<file path="config.mk">
export PLATFORM = sky130hd
export DESIGN_NAME = imem_arbiter
export DESIGN_NICKNAME = d
export VERILOG_FILES = /design/src/rtl/imem_arbiter.sv
export SDC_FILE = /design/constraint.sdc
export NUM_CORES = 1
export LEC_CHECK = 0
export CAP_MARGIN = 20
export CORE_ASPECT_RATIO = 0.7
export CORE_MARGIN = 2
export CORE_UTILIZATION = 55
export DETAILED_ROUTE_END_ITERATION = 16
export DONT_BUFFER_PORTS = 1
export GPL_TIMING_DRIVEN = 0
export PLACE_DENSITY_LB_ADDON = 0.3
export SLEW_MARGIN = 20
export SYNTH_ARGS = -nofsm -noshare
export SYNTH_HDL_FRONTEND = slang
export SYNTH_SLANG_ARGS = --single-unit
</file>
<file path="constraint.sdc">
create_clock -name clk_i -period 2 [get_ports clk_i]
set_input_delay 0.1 -clock clk_i [delete_from_list [all_inputs] [get_ports clk_i]]
set_output_delay 0.1 -clock clk_i [all_outputs]
set_load 0.01 [all_outputs]
</file>
<file path="src/rtl/imem_arbiter.sv">
// rtl/imem_arbiter.sv - two-port round-robin arbiter for the instruction memory read port
//
// Shares one instruction-memory read port between the CPU fetch path (f_*)
// and the debug/loader port (d_*). One read is accepted per cycle and data
// returns two cycles after the grant to whichever port won.
//
// Ports:
//   clk_i, rst_n_i              clock, synchronous active-low reset
//   f_req_i, f_addr_i           fetch request and word address
//   f_gnt_o                     fetch accepted at the next posedge (combinational)
//   f_rvalid_o, f_rdata_o       fetch read-data pulse and data
//   d_req_i, d_addr_i, d_lock_i debug request, word address, burst lock
//   d_gnt_o                     debug accepted at the next posedge (combinational)
//   d_rvalid_o, d_rdata_o       debug read-data pulse and data
//   mem_rd_en_o, mem_addr_o     registered read enable and address to memory
//   mem_instr_i                 memory output, updated on negedge when read-enabled
module imem_arbiter #(
  parameter int ADDR_W = 10,
  parameter int DATA_W = 16
) (
  input  logic              clk_i,
  input  logic              rst_n_i,
  input  logic              f_req_i,
  input  logic [ADDR_W-1:0] f_addr_i,
  output logic              f_gnt_o,
  output logic              f_rvalid_o,
  output logic [DATA_W-1:0] f_rdata_o,
  input  logic              d_req_i,
  input  logic [ADDR_W-1:0] d_addr_i,
  input  logic              d_lock_i,
  output logic              d_gnt_o,
  output logic              d_rvalid_o,
  output logic [DATA_W-1:0] d_rdata_o,
  output logic              mem_rd_en_o,
  output logic [ADDR_W-1:0] mem_addr_o,
  input  logic [DATA_W-1:0] mem_instr_i
);

  typedef enum logic [1:0] {
    PRI_F  = 2'b00,
    PRI_D  = 2'b01,
    LOCKED = 2'b10
  } state_e;

  state_e state_q, state_d;

  logic              f_gnt, d_gnt;
  logic              mem_rd_en_q;
  logic [ADDR_W-1:0] mem_addr_q;
  logic              tag_q;        // 1: read in memory stage belongs to debug
  logic              f_rvalid_q, d_rvalid_q;
  logic [DATA_W-1:0] f_rdata_q, d_rdata_q;

  always_comb begin
    f_gnt   = 1'b0;
    d_gnt   = 1'b0;
    state_d = state_q;

    if (rst_n_i) begin
      case (state_q)
        PRI_D: begin
          d_gnt = d_req_i;
          f_gnt = f_req_i & ~d_req_i;
        end
        LOCKED: begin
          d_gnt = d_req_i;
        end
        default: begin
          f_gnt = f_req_i;
          d_gnt = d_req_i & ~f_req_i;
        end
      endcase

      case (state_q)
        LOCKED: begin
          // Leaving the lock still lets this cycle's debug grant through;
          // fetch gets priority afterwards.
          if (!d_lock_i) state_d = PRI_F;
        end
        PRI_F, PRI_D: begin
          if (f_gnt)      state_d = PRI_D;
          else if (d_gnt) state_d = d_lock_i ? LOCKED : PRI_F;
        end
        default: state_d = PRI_F;
      endcase
    end
  end

  always_ff @(posedge clk_i) begin
    if (!rst_n_i) begin
      state_q     <= PRI_F;
      mem_rd_en_q <= 1'b0;
      mem_addr_q  <= '0;
      tag_q       <= 1'b0;
      f_rvalid_q  <= 1'b0;
      d_rvalid_q  <= 1'b0;
      f_rdata_q   <= '0;
      d_rdata_q   <= '0;
    end else begin
      state_q     <= state_d;
      mem_rd_en_q <= f_gnt | d_gnt;
      tag_q       <= d_gnt;
      // Address holds while idle so the memory sees a stable bus.
      if (f_gnt)      mem_addr_q <= f_addr_i;
      else if (d_gnt) mem_addr_q <= d_addr_i;

      // mem_instr_i was refreshed on the negedge inside the memory cycle.
      f_rvalid_q <= mem_rd_en_q & ~tag_q;
      d_rvalid_q <= mem_rd_en_q &  tag_q;
      if (mem_rd_en_q && !tag_q) f_rdata_q <= mem_instr_i;
      if (mem_rd_en_q &&  tag_q) d_rdata_q <= mem_instr_i;
    end
  end

  assign f_gnt_o     = f_gnt;
  assign d_gnt_o     = d_gnt;
  assign mem_rd_en_o = mem_rd_en_q;
  assign mem_addr_o  = mem_addr_q;
  assign f_rvalid_o  = f_rvalid_q;
  assign d_rvalid_o  = d_rvalid_q;
  assign f_rdata_o   = f_rdata_q;
  assign d_rdata_o   = d_rdata_q;

endmodule
</file>
Word level (Yosys, flattened, before mapping). Index checks and enable logic that the tools add are counted. Widths: inputs -> output; s select.

Reductions and logical operators: 8. Multiplexer cells: 13. Equal/unequal tests: 4. Bitwise gates (word level): 8.

Operators with widths (number): $mux 10 (2); $mux 2 (4); $mux 1 (5); $and 1x1->1 (4); $pmux 2 s2 (1); $reduce_or 2->1 (2); $ne 3x3->1 const B (1); $not 1->1 (3); $eq 2x1->1 const B (1); $eq 2x2->1 const B (1); $logic_and 1x1->1 (2); $logic_not 2->1 (1); $ne 2x2->1 const B (1); $pmux 1 s2 (1); $reduce_and 2->1 (1); $reduce_bool 2->1 (1); $logic_not 1->1 (1); $or 1x1->1 (1).

Flip-flop bits (word level): 48. Input bits: 41.

Longest topological paths before layout. Gate-level depths: netlist of the first run.

Depth in word-level cells: 7. Gate-level depth with buffers: 8. Gate-level depth less buffers: 7.

Worst setup path after synthesis of the first run. OpenSTA, ideal clock, no wires.

Path type: reg2reg. Start point: reg state_q[0]. End point: reg mem_addr_q[1], in the netlist mem_addr_o[1]. Path buffers: 1. Cell stages (with the launch flop): 8. Required time: 1.877 ns. Setup time: 0.123 ns. Setup slack: 0.458 ns. Arrival time: 1.419 ns. Cells stage by stage: dfxtp_1 > inv_1 > ha_1 > nand2b_1 > and3_1 > buf_2 > a22oi_1 > a21boi_1.

Longest elaborated chain between the ends: 6.

Ends and longest elaborated chain: start, declared (RTL line 45) `state_e state_q, state_d;`; start signal, assigned (RTL line 100) `state_q <= state_d;`; $eq 2x1->1 / $eq 2x2->1 (equally long branches) (RTL line 60) `case (state_q)`; $reduce_or 2->1 (no line) (*); $mux 1 (*) (RTL line 60); $mux 1 (*) (2 in a row) (RTL line 59) `if (rst_n_i) begin`; via d_gnt_o (RTL line 31) `output logic d_gnt_o,`; $reduce_bool 2->1 (no line) (*); end signal, assigned (RTL line 104) `if (f_gnt) mem_addr_q <= f_addr_i;`; end signal, assigned (RTL line 105) `else if (d_gnt) mem_addr_q <= d_addr_i;`; end, declared (RTL line 49) `logic [ADDR_W-1:0] mem_addr_q;`.

Mark *: on every way through the listed nets, which the timed path passes. The rest lies on a longest branch. The select of a mux whose other input is x is not followed. A chain may end at the register's enable or synchronous reset.

Final worst setup path of the first run.
Start point: reg state_q[0]. End point: out d_gnt_o.

Longest elaborated chain between the ends: 5.

Ends and longest elaborated chain (RTL line): $eq 2x1->1 / $eq 2x2->1 (equally long branches) (60); $reduce_or 2->1 (no line) (*); $mux 1 (*) (60); $mux 1 (*) (2 in a row) (59); end, declared (31).

Mark *: on every way between the ends. The rest lies on a longest branch, timed or not. The select of a mux whose other input is x is not followed.

==> impl_metrics.ini, run 1 <==
[critical_path]
worstPathArrival_ns = 1.65
r2r_start = state_q[0]$_SDFFE_PN0P_
critPathMaxFanout = 5
worst-setup-path-type = reg2out
max_stage_delay_ns = 0.37
crit_path_start_kind = register
path_buf_inv = 2
worstPathCellList = inv_1 -> ha_1 -> nand2b_1 -> and3_1 -> buf_2
cp-end-kind = primary output
crit_required_ns = 1.90
crit_slowest_cell = ha_1
path_delay_family = adder cells
crit_start = state_q[0]$_SDFFE_PN0P_

[min_path]
hp-class = in2reg
hp-start = f_addr_i[0]

[clocking]
cts_num_sinks = 48
clk_pin_slew_ns = 0.09
cts_tree = built
cts_buffers = 5
clock_latency_ns = 0.30
clockBufferDepth = 2
htree_levels = 2
root_buffer = clkbuf_8

[floorplan]
die_area_mm2 = 0.004063
core-area_mm2 = 0.003468
die_h_um = 53.94
io_pins = 88
fp.dieW_um = 75.34
initial_utilization_pct = 56.49
rows = 18

[placed_design]
gp_congestion = 0.7360
io_buffers = 0
hpwl_mm = 3.221
dp_slack_ns = 0.3017

[detailed_routing]
wire_per_inst_um = 15.21
first_iter_violations = 75
drcViolationCount = 0
vias = 1699
dr.pass1.iters = 4
routed_wl_mm = 4.837
detail-route-antenna-nets = 0
via_per_inst = 5.343

[grt]
grt_pass1_wl_mm = 7.355
antenna_found_initial = 0
grt_pass1_vias = 1595
grt_start_max_net_pins = 16
grt_remaining_overflow = 0
grt_util_all_layers_pct = 24.69

[finish]
num_antenna_cells = 0
layout_common_cells = 70 x nand2_1, 48 x dfxtp_1, 30 x dlygate4sd3_1
fin_nets = 312
layout-drive-gt1-share_pct = 9.328
nFillCells = 293
area_delta_synth_final_pct = 24.71
final_common_cell = nand2_1

[power_and_ir_drop]
powerDensity_mw_per_mm2 = 861.0
power_frac_seq_pct = 51.3
p_leak_nw = 0.9244
max-vdd-ir-drop_v = 0.0005825
power_frac_comb_pct = 13.7
cell_internal_pwr_w = 0.001556
p_sw_share_pct = 26.05
clockPowerShare_pct = 35.0
p_sw_w = 0.0005481

[timing]
rsz0062_at_grt = false
finalSetupTns_ns = 0
worst-slew-pin-transition_ns = 0.4465
period_share_pct = 87.58
hold_viol = 0
slew_violations = 0
finalSetupViolCount = 0
worst_slack_ns = 0.2485
maxSlewHeadroom_pct = 70.23
finClkSkew_ns = 0.008995
fin_crit_ns = 1.752
fmax_mhz = 570.9

[synth]
yosys.area_share.simple_pct = 19.03
mappedNetlistNets = 275
synth-seq-area-share_pct = 49.04
synth-xor-area-share_pct = 0
synthAdderAreaFrac_pct = 2.554
syn_avg_cell_area_um2 = 8.519
syn_area_mm2 = 0.001959
ys_types = 31
ys_ff_latch = 48
synth_compound_area_share_pct = 24.33
synth_top_family_by_area = compound AO/OA/AOI/OAI gates
synth.mux.area_fraction_pct = 0
syn_inst = 230
ys_warn_count = 0

[flow_run]
drv_cap = 0

[status]
outcome = complete, no violations
-- layout make-up --
class | instances | area (um^2) | share of cell area [%]
flip-flops and latches | 48 | 960.9 | 39.32
multi-input cells | 163 | 899.6 | 36.82
repair buffers | 30 | 300.3 | 12.29
clock buffers | 6 | 82.58 | 3.379
plain buffers | 15 | 78.83 | 3.226
well taps | 50 | 62.56 | 2.560
clock inverters | 2 | 38.79 | 1.587
inverters | 4 | 20.02 | 0.8193
-- worst paths after layout --
path / to / slack [ns] / cells past startpoint
hold / removal: mem_addr_o[0]$_SDFFE_PN0P_ / 0.006 / 2
setup / recovery: d_gnt_o / 0.25 / 5
hold reg to reg: d_rdata_o[6]$_SDFFE_PN0P_ / 0.50 / 2
setup reg to reg: mem_addr_o[9]$_SDFFE_PN0P_ / 0.28 / 7
-- cell usage after synthesis --
| library cell | count | area share [%] |
|---|---|---|
| nand2_1 | 70 | 13 |
| dfxtp_1 | 48 | 49 |
| a21boi_1 | 23 | 8.8 |
| o21ai_0 | 16 | 4.1 |
| a21boi_0 | 12 | 4.6 |
| a21oi_1 | 12 | 3.1 |
| buf_2 | 9 | 2.3 |
| clkbuf_1 | 4 | 0.77 |
| ha_1 | 4 | 2.6 |
| a22oi_1 | 3 | 1.1 |
| and2_1 | 3 | 0.96 |
| and3_1 | 3 | 0.96 |
| inv_1 | 3 | 0.57 |
| nand2b_1 | 3 | 0.96 |
| a211oi_1 | 1 | 0.38 |
| a21o_1 | 1 | 0.38 |
| a21oi_2 | 1 | 0.45 |
| a31oi_1 | 1 | 0.32 |
| buf_4 | 1 | 0.38 |
| buf_6 | 1 | 0.57 |
| clkinv_4 | 1 | 0.45 |
| nand2_2 | 1 | 0.32 |
| nand2b_4 | 1 | 0.70 |
| nor2_1 | 1 | 0.19 |
| nor2_2 | 1 | 0.32 |
| nor2b_1 | 1 | 0.32 |
| nor3_2 | 1 | 0.51 |
| nor3b_1 | 1 | 0.38 |
| o2111ai_1 | 1 | 0.45 |
| o211ai_1 | 1 | 0.38 |
| o21ai_1 | 1 | 0.26 |
-- flip-flops by register name (all words and copies together) (netlist names) --
| register | flops |
|---|---|
| d_rdata_o | 16 |
| d_rvalid_o | 1 |
| f_rdata_o | 16 |
| f_rvalid_o | 1 |
| mem_addr_o | 10 |
| mem_rd_en_o | 1 |
| state_q | 2 |
| tag_q | 1 |
-- metrics by stage --
| step | hold WS (ns) | instances | util (%) | instance area (um^2) | total power [W] |
|---|---|---|---|---|---|
| CTS | 0.001627 | 318 | 70.45 | 2444 | 0.002110 |
| finish | 0.005664 | 318 | 70.45 | 2444 | 0.002104 |
| global route | 0.01122 | 318 | 70.45 | 2444 | 0.002194 |
| detailed placement | 0.2425 | 280 | 58.30 | 2022 | 0.001336 |
| global placement | 0.2365 | 280 | 58.30 | 2022 | 0.001329 |
| floorplan | 0.2348 | 230 | - | 1959 | 0.001276 |
-- per-layer routing --
layer,track usage [%],share of wire [%],up-vias
met3,6.742,6.9,9
li1,-,-,839
met1,32.88,45,787
met5,0,0,-
met2,36.81,47,64
met4,12.57,1.6,0
-- worst reg2reg max path, stage by stage (launching register included) --
cell	delay, ns
dfxtp_1	0.36
inv_1	0.09
ha_1	0.37
nand2b_1	0.19
and3_1	0.18
buf_2	0.16
a22oi_1	0.17
a21boi_1	0.08
-- power groups by stage --
stage                     sequential (W)  combinational, W  clock, W
after detailed placement         0.00110          0.000233         0
after global placement           0.00110          0.000228         0
final                            0.00108          0.000288  0.000736
after floorplan                  0.00109          0.000185         0
after global routing             0.00109          0.000325  0.000781
after CTS                        0.00108          0.000285  0.000744
-- cell families after synthesis --
logic type,after synthesis
compound gates,73
fa+ha+maj,4
buf+inv,19
flops,48
simple gates,86
-- what timing repair did --
item                      CTS  global route
hold endpoints to repair   43             0
hold buffers               30             0
resized for setup           0             0
buffers inserted            0             0
(Power assumes the default switching activity.)
==> run 2, diff against run 1 <==
==> constraint.sdc (replaced) <==
create_clock -name clk_i -period 1.74 [get_ports clk_i]
set_input_delay 0.087 -clock clk_i [delete_from_list [all_inputs] [get_ports clk_i]]
set_output_delay 0.087 -clock clk_i [all_outputs]
set_load 0.01 [all_outputs]
==> impl_metrics.ini, run 2 (synthesis gave the netlist of run 1 again) <==
[clocking]
clockBufferDepth = 2
post_cts_buffers = 0
cts_tree = built
htree_levels = 2
cts_num_sinks = 48
root_buffer = clkbuf_8
clk_pin_slew_ns = 0.08
cts_buffers = 5
clock_latency_ns = 0.30

[timing]
maxSlewHeadroom_pct = 70.00
finalSetupViolCount = 0
period_share_pct = 92.52
finalSetupTns_ns = 0
fmax_mhz = 621.2
finClkSkew_ns = 0.004960
worst-slew-pin-transition_ns = 0.4500
worst_slack_ns = 0.1301
slew_violations = 0
rsz0062_at_grt = false
hold_viol = 0
fin_crit_ns = 1.610

[floorplan]
die_h_um = 53.94
rows = 18
initial_utilization_pct = 56.49
io_pins = 88
core-area_mm2 = 0.003468
fp.dieW_um = 75.34
die_area_mm2 = 0.004063

[detailed_routing]
detail-route-antenna-nets = 0
via_per_inst = 5.321
wire_per_inst_um = 15.31
vias = 1724
routed_wl_mm = 4.960
first_iter_violations = 88
dr.pass1.iters = 4
drcViolationCount = 0

[power_and_ir_drop]
p_total_w = 0.002432
p_leak_nw = 0.9507
powerDensity_mw_per_mm2 = 965.2
max-vdd-ir-drop_v = 0.0006733

[grt]
grt_start_max_net_pins = 16
grt_util_all_layers_pct = 25.43
grt_remaining_overflow = 0
grt_pass1_wl_mm = 7.541
grt_pass1_vias = 1599
antenna_found_initial = 0

[critical_path]
max_stage_delay_ns = 0.33
reg2reg_slack_ns = 0.15
worstPathArrival_ns = 1.52
crit_start = state_q[0]$_SDFFE_PN0P_
crit_path_start_kind = register
cp-end-kind = primary output
worstPathCellList = inv_1 -> ha_4 -> nand2b_1 -> and3_1 -> clkbuf_4
r2r_start = state_q[0]$_SDFFE_PN0P_
crit_required_ns = 1.65
critPathMaxFanout = 5
worst-setup-path-type = reg2out
crit_slowest_cell = dfxtp_2

[placed_design]
gp_congestion = 0.7360
hpwl_mm = 3.221
post-place-cells = 280
io_buffers = 0
dp_slack_ns = 0.04170

[flow_run]
drv_cap = 0

[finish]
finish.utilization_pct = 72.66
final_common_cell = nand2_1
area_delta_synth_final_pct = 28.61
fin_nets = 318
layout-drive-gt1-share_pct = 9.854
layout_common_cells = 70 x nand2_1, 47 x dfxtp_1, 36 x dlygate4sd3_1
num_antenna_cells = 0
finalNonFillerCells = 324

[status]
outcome = complete, no violations

[min_path]
hp-start = f_addr_i[8]
hp-class = in2reg
## run 2: cell types whose count changed in the layout (fill, tap and decap cells not counted)
cell / previous run / this run
ha_1: 4 / 3
clkbuf_4: 0 / 1
buf_2: 9 / 8
ha_4: 0 / 1
dfxtp_2: 0 / 1
dlygate4sd3_1: 30 / 36
dfxtp_1: 48 / 47
## run 2: final timing paths
check / to / depth (start not counted)
worst min register to register: d_rdata_o[7]$_SDFFE_PN0P_ / 2
worst max register to register: mem_addr_o[1]$_SDFFE_PN0P_ / 7
worst max-delay path: d_gnt_o / 5
worst min-delay path: mem_addr_o[8]$_SDFFE_PN0P_ / 2
## run 2: timing repair
| item | 4_1_cts | 5_1_grt |
|---|---|---|
| resized for setup | 1 | 2 |
| setup endpoints to repair | 1 | 4 |
| hold endpoints to repair | 45 | 0 |
| hold buffers | 36 | 0 |
## run 2: layout make-up
type,instances,area [um^2]
sequential,48,962.2
fill,282,948.4
multi-input combinational,163,912.1
timing repair buffer,36,360.3
clock buffer,6,82.58
buffer,15,81.33
tap,50,62.56
clock inverter,2,38.79
inverter,4,20.02
## run 2: routing by layer
metal	up-vias	GRT usage [%]	part of all wire (%)
met5	-	0	0
li1	849	-	-
met2	67	38.26	46
met3	14	6.554	7.7
met4	0	12.28	2.4
met1	794	34.10	43
## run 2: per-stage QoR
step,area [um^2],hold WS [ns]
final,2520,0.01098
after global routing,2520,0.01586
after CTS,2516,0.0002184
after detailed placement,2022,0.2295
after global placement,2022,0.2235
after floorplan,1959,0.2218
## run 2: power by group
group,switching [W],internal (W),total (W)
Combinational,0.000185,0.000170,0.000354
Sequential,0.0000759,0.00117,0.00124
Clock,0.000365,0.000470,0.000835
## run 2: worst max-delay path, delay by kind of cell, from the launching register on
family                     cells  cell delay, ns
and+or+nand+nor                2            0.34
buffers and inverters          2            0.31
DFF                            1            0.33
adders and majority gates      1            0.24
